[config.mk]
export PLATFORM = sky130hd
export DESIGN_NAME = sobel_window_gen
export DESIGN_NICKNAME = d
export VERILOG_FILES = /design/src/rtl/sobel_window_gen.sv
export SDC_FILE = /design/constraint.sdc
export NUM_CORES = 1
export LEC_CHECK = 0
export CAP_MARGIN = 20
export CORE_ASPECT_RATIO = 2
export CORE_MARGIN = 2
export CORE_UTILIZATION = 34
export CTS_BUF_LIST = sky130_fd_sc_hd__clkbuf_4 sky130_fd_sc_hd__clkbuf_8
export CTS_CLUSTER_SIZE = 20
export DETAILED_ROUTE_END_ITERATION = 7
export DONT_BUFFER_PORTS = 1
export PLACE_DENSITY = 0.48
export SYNTH_ARGS = -nofsm -noshare
export SYNTH_HDL_FRONTEND = slang
export SYNTH_SLANG_ARGS = --single-unit
[constraint.sdc]
create_clock -name clk -period 3.6 [get_ports clk]
set_input_delay 0.9 -clock clk [delete_from_list [all_inputs] [get_ports clk]]
set_output_delay 0.9 -clock clk [all_outputs]
set_load 0.005 [all_outputs]
[src/rtl/sobel_window_gen.sv]
// Streaming 3x3 window generator: two line buffers plus a column shift register turn a
// raster pixel stream into one interior neighbourhood per accepted pixel.
module sobel_window_gen #(
    parameter int WIDTH  = 45,
    parameter int HEIGHT = 45
) (
    input  logic                      clk,
    input  logic                      rst,
    input  logic [7:0]                pix_in,
    input  logic                      pix_valid,
    output logic                      pix_ready,
    output logic [71:0]               win_out,
    output logic [$clog2(HEIGHT)-1:0] win_row,
    output logic [$clog2(WIDTH)-1:0]  win_col,
    output logic                      win_valid,
    input  logic                      win_ready,
    output logic                      frame_done,
    output logic [1:0]                state_dbg
);
    localparam int CW = $clog2(WIDTH);
    localparam int RW = $clog2(HEIGHT);
    localparam logic [CW-1:0] COL_LAST = CW'(WIDTH - 1);
    localparam logic [CW-1:0] COL_TWO  = CW'(2);
    localparam logic [RW-1:0] ROW_LAST = RW'(HEIGHT - 1);
    localparam logic [RW-1:0] ROW_ONE  = RW'(1);
    localparam logic [RW-1:0] ROW_TWO  = RW'(2);

    typedef enum logic [1:0] {
        FILL   = 2'd0,
        STREAM = 2'd1,
        DONE   = 2'd2
    } state_t;

    state_t state, state_next;

    logic [CW-1:0] in_col;
    logic [RW-1:0] in_row;
    logic [7:0]    lb_newer [WIDTH];
    logic [7:0]    lb_older [WIDTH];
    logic [7:0]    lb_newer_rd, lb_older_rd;
    // Columns c-1 (index 0) and c (index 1); the incoming column completes the window.
    logic [7:0]    sr_top [2];
    logic [7:0]    sr_mid [2];
    logic [7:0]    sr_bot [2];
    logic          accept, last_col, complete;
    logic [71:0]   win_next;

    // Handshake: a pixel moves on the rising edge where pix_valid && pix_ready, and a
    // window moves where win_valid && win_ready; valid never depends on ready.
    assign pix_ready = (state != DONE) && (!win_valid || win_ready);
    assign accept    = pix_valid && pix_ready;
    assign last_col  = (in_col == COL_LAST);
    assign complete  = accept && (in_row >= ROW_TWO) && (in_col >= COL_TWO);
    assign state_dbg = state;

    assign lb_newer_rd = lb_newer[in_col];
    assign lb_older_rd = lb_older[in_col];

    assign win_next = {pix_in,      sr_bot[1], sr_bot[0],
                       lb_newer_rd, sr_mid[1], sr_mid[0],
                       lb_older_rd, sr_top[1], sr_top[0]};

    always_ff @(posedge clk or negedge rst) begin
        if (!rst) begin
            state <= FILL;
        end else begin
            state <= state_next;
        end
    end

    always_comb begin
        state_next = state;
        frame_done = 1'b0;
        case (state)
            FILL: begin
                if (accept && last_col && (in_row == ROW_ONE)) state_next = STREAM;
            end
            STREAM: begin
                if (accept && last_col && (in_row == ROW_LAST)) state_next = DONE;
            end
            DONE: begin
                frame_done = 1'b1;
                state_next = FILL;
            end
            default: state_next = FILL;
        endcase
    end

    always_ff @(posedge clk or negedge rst) begin
        if (!rst) begin
            in_col <= '0;
            in_row <= '0;
        end else if (state == DONE) begin
            in_col <= '0;
            in_row <= '0;
        end else if (accept) begin
            if (last_col) begin
                in_col <= '0;
                in_row <= (in_row == ROW_LAST) ? '0 : in_row + 1'b1;
            end else begin
                in_col <= in_col + 1'b1;
            end
        end
    end

    // Storage is never cleared: rows 0-1 and columns 0-1 of each frame overwrite it
    // before any window can be completed.
    always_ff @(posedge clk) begin
        if (accept) begin
            lb_older[in_col] <= lb_newer_rd;
            lb_newer[in_col] <= pix_in;
            sr_top[0] <= sr_top[1];
            sr_top[1] <= lb_older_rd;
            sr_mid[0] <= sr_mid[1];
            sr_mid[1] <= lb_newer_rd;
            sr_bot[0] <= sr_bot[1];
            sr_bot[1] <= pix_in;
        end
    end

    always_ff @(posedge clk or negedge rst) begin
        if (!rst) begin
            win_valid <= 1'b0;
            win_out   <= '0;
            win_row   <= '0;
            win_col   <= '0;
        end else if (complete) begin
            win_valid <= 1'b1;
            win_out   <= win_next;
            win_row   <= in_row - 1'b1;
            win_col   <= in_col - 1'b1;
        end else if (win_ready) begin
            win_valid <= 1'b0;
        end
    end

endmodule
==> metrics.csv <==
metric,value,unit
wl_per_cell,30.46,microns
worst_setup_path_start_kind,register,
first_pass_iters,8,
skew,0.05269,ns
finalPower,35.49,mW
io_buffers,0,
synthSimpleGateAreaFrac,3.173,%
holdWs,0.1843,ns
ys.flop_type,edfxtp_1,
grt_pass1_vias,19909,
synth_seq_cells,867,
synth_xor_xnor_area_share,0.3929,%
ys_warn_count,0,
cp_max_fo,35,
drc_errors,0,
antenna_found_initial,1,
coreArea,97500,sq um
drv_slew,0,
setup_tns,0,ns
power_density,908.6,nW/um^2
cts_buffer_depth,3,
critPathKind,register to register,
htreeDepth,3,
max-vdd-ir-drop,0.0006391,V
swShare,36.98,%
report.final.hold_viol_count,0,
layout.nets,2152,
postSynthAreaPerCell,17.37,sq um
relSlewSlack,26.78,%
post_cts_buffers,0,
ys_types,62,
rsz0062_at_grt,no,
synth_nets,1945,
die_x,225.7,microns
grt_overflow,0,
viasPerCell,5.406,
layout-drive-gt1-share,24.84,%
outcome,completed,
seq_area_frac_synth,76.38,%
synthToLayoutAreaGrowth,16.82,%
numCtsBuffers,116,
io_pins,101,
synth_adder_area_share,0.2994,%
holdBufCountCts,2,
synth_compound_area_share,8.962,%
gp_congestion,0.9079,
cts_root_buf,clkbuf_8,
power.internal,22.37,mW
synthCells,1925,
insertion_delay,0.82,ns
clock_sinks,867,
vias,19175,
post_cts_resized,0,
async_reset_ff_share,11.42,%
critPathCaptureType,register,
synthMuxAreaShare,8.206,%
totalWireLength,108100,microns
initial_core_util,34.30,%
setup_violations,0,
dp_slack,0.2283,ns
drt_iter0_drc,1460,
rows,162,
p_leak,13.60,nW
dpl-instance-area,36500,sq um
finalCriticalPeriod,3.525,ns
p_comb_share,37.5,%
hp-class,input pin to register,
cp.required,4.11,ns
path_clk_slew,0.07,ns
clkPwrFrac,22.5,%
ant_nets,0,
grt_pass1_wl,150900,microns
dieArea,101000,sq um
crit_arrival,4.03,ns
netlist_area,33440,sq um
max_cap_viol_count,0,
grt_use_total,21.47,%
p_sw,13.12,mW
die_h,447.5,microns
cts_tree,built,
final.period_utilization,97.93,%
grt_max_degree,100,
synth-edff-count,768,
finish.instance_area,39060,sq um
finalWorstSetupSlack,0.07456,ns
worst_slew_pin_slew,1.096,ns
power_frac_seq,40.0,%
dpl.hpwl,73350,microns
synth_top_family_by_area,compound AO/OA/AOI/OAI gates,
fmax,283.7,MHz
final timing paths:
path	depth (start not counted)	slack [ns]	from	endpoint
max	10	0.07	in_col[1]	lb_older[14][5]
min	0	0.18	pix_in[1]	lb_newer[40][1]
max reg2reg	10	0.07	in_col[1]	lb_older[14][5]
min reg2reg	0	0.45	sr_top[1][3]	sr_top[0][3]
max in group asynchronous	2	2.40	rst	in_col[2]
min in group asynchronous	2	0.74	rst	win_out[42]
routing by layer:
layer	share of wire [%]	wire (microns)	vias up	track usage, %
met2	55	59520	692	40.69
met1	33	35790	10090	21.11
li1	-	-	8167	-
met3	4.6	4938	226	3.610
met5	0	0	-	0
met4	7.2	7808	0	14.18
state kept, by name, indices dropped and copies added, names as in the netlist:
signal and cells:
lb_older 360, sr_mid 16, lb_newer 360, sr_bot 16, win_row 6, win_out 72
win_col 6, in_row 6, sr_top 16, win_valid 1, state_dbg 2, in_col 6
layout make-up:
type                    instances  area (sq um)
clock inverters                49         384.1
repair buffers                220          2175
multi-input cells             918          7141
well taps                    1312          1642
flip-flops and latches        867         25550
fillers                      8859         58430
diodes                          1         2.502
clock buffers                 171          2135
inverters                       9         33.78
synthesized netlist by cell type (all sizes together) (4+ instances only):
cell | count | area, sq um
a211oi | 4 | 30.03
a21oi | 26 | 130.1
a221o | 7 | 70.07
a221oi | 105 | 932.2
a22o | 21 | 183.9
a22oi | 51 | 382.9
a31oi | 7 | 43.79
and2 | 4 | 25.02
and3 | 4 | 25.02
buf | 109 | 748.2
clkbuf | 22 | 82.58
dfrtp | 99 | 2477
edfxtp | 768 | 23060
ha | 8 | 100.1
inv | 8 | 30.03
mux2 | 102 | 1152
mux2i | 141 | 1411
mux4 | 8 | 180.2
nand2 | 71 | 269.0
nand2b | 7 | 43.79
nand3 | 13 | 65.06
nand4 | 10 | 62.56
nor2 | 109 | 416.7
nor2b | 6 | 45.04
nor3 | 5 | 25.02
o2111ai | 7 | 61.31
o211ai | 7 | 52.55
o21ai | 60 | 300.3
o221ai | 24 | 210.2
o22a | 7 | 61.31
o22ai | 56 | 350.3
o2bb2ai | 4 | 35.03
xnor2 | 9 | 78.83
xor2 | 6 | 52.55
stage by stage:
stage	utilization [%]	instances
floorplan	-	1925
global placement	37.44	3324
detailed placement	37.44	3324
CTS	40.06	3546
global route	40.07	3547
finish	40.07	3547
power by group through the flow:
stage | clock, mW | combinational, mW | sequential, mW
2_1_floorplan | 0 | 6.21 | 14.3
4_1_cts | 8.19 | 13.3 | 14.2
5_1_grt | 8.58 | 13.7 | 14.3
3_5_place_dp | 0 | 13.2 | 14.4
3_3_place_gp | 0 | 13.1 | 14.4
6_report | 7.99 | 13.3 | 14.2
worst max-delay path: stages (launching register included):
cell       delay (ns)
dfrtp_4          0.56
buf_12           0.26
mux2i_1          0.60
o2bb2ai_1        0.28
a211oi_1         0.33
buf_4            0.23
a2bb2oi_1        0.17
buf_4            0.16
nand4_1          0.10
buf_4            0.25
buf_12           0.21
layout by cell type (no fill, tap or decap), types with 24 or more instances in the layout:
cell and n:
mux2_2 95, edfxtp_1 768, mux2i_1 141, nand2_1 70, dfrtp_1 96, clkbuf_8 136
clkbuf_4 35, a22oi_1 51, buf_12 40, a221oi_1 103, o21ai_0 55, o22ai_1 56
nor2_1 103, o221ai_1 24, buf_4 178, a21oi_1 26
cell families (layout without fill, tap and decap cells):
logic type      Yosys count  after routing
flops                   867            867
mux                     251            251
fa+ha+maj                 8              8
compound gates          403            403
simple gates            241            241
other cells               0              1
buf+inv                 140            449
xor+xnor                 15             15
(Power assumes the default switching activity.)
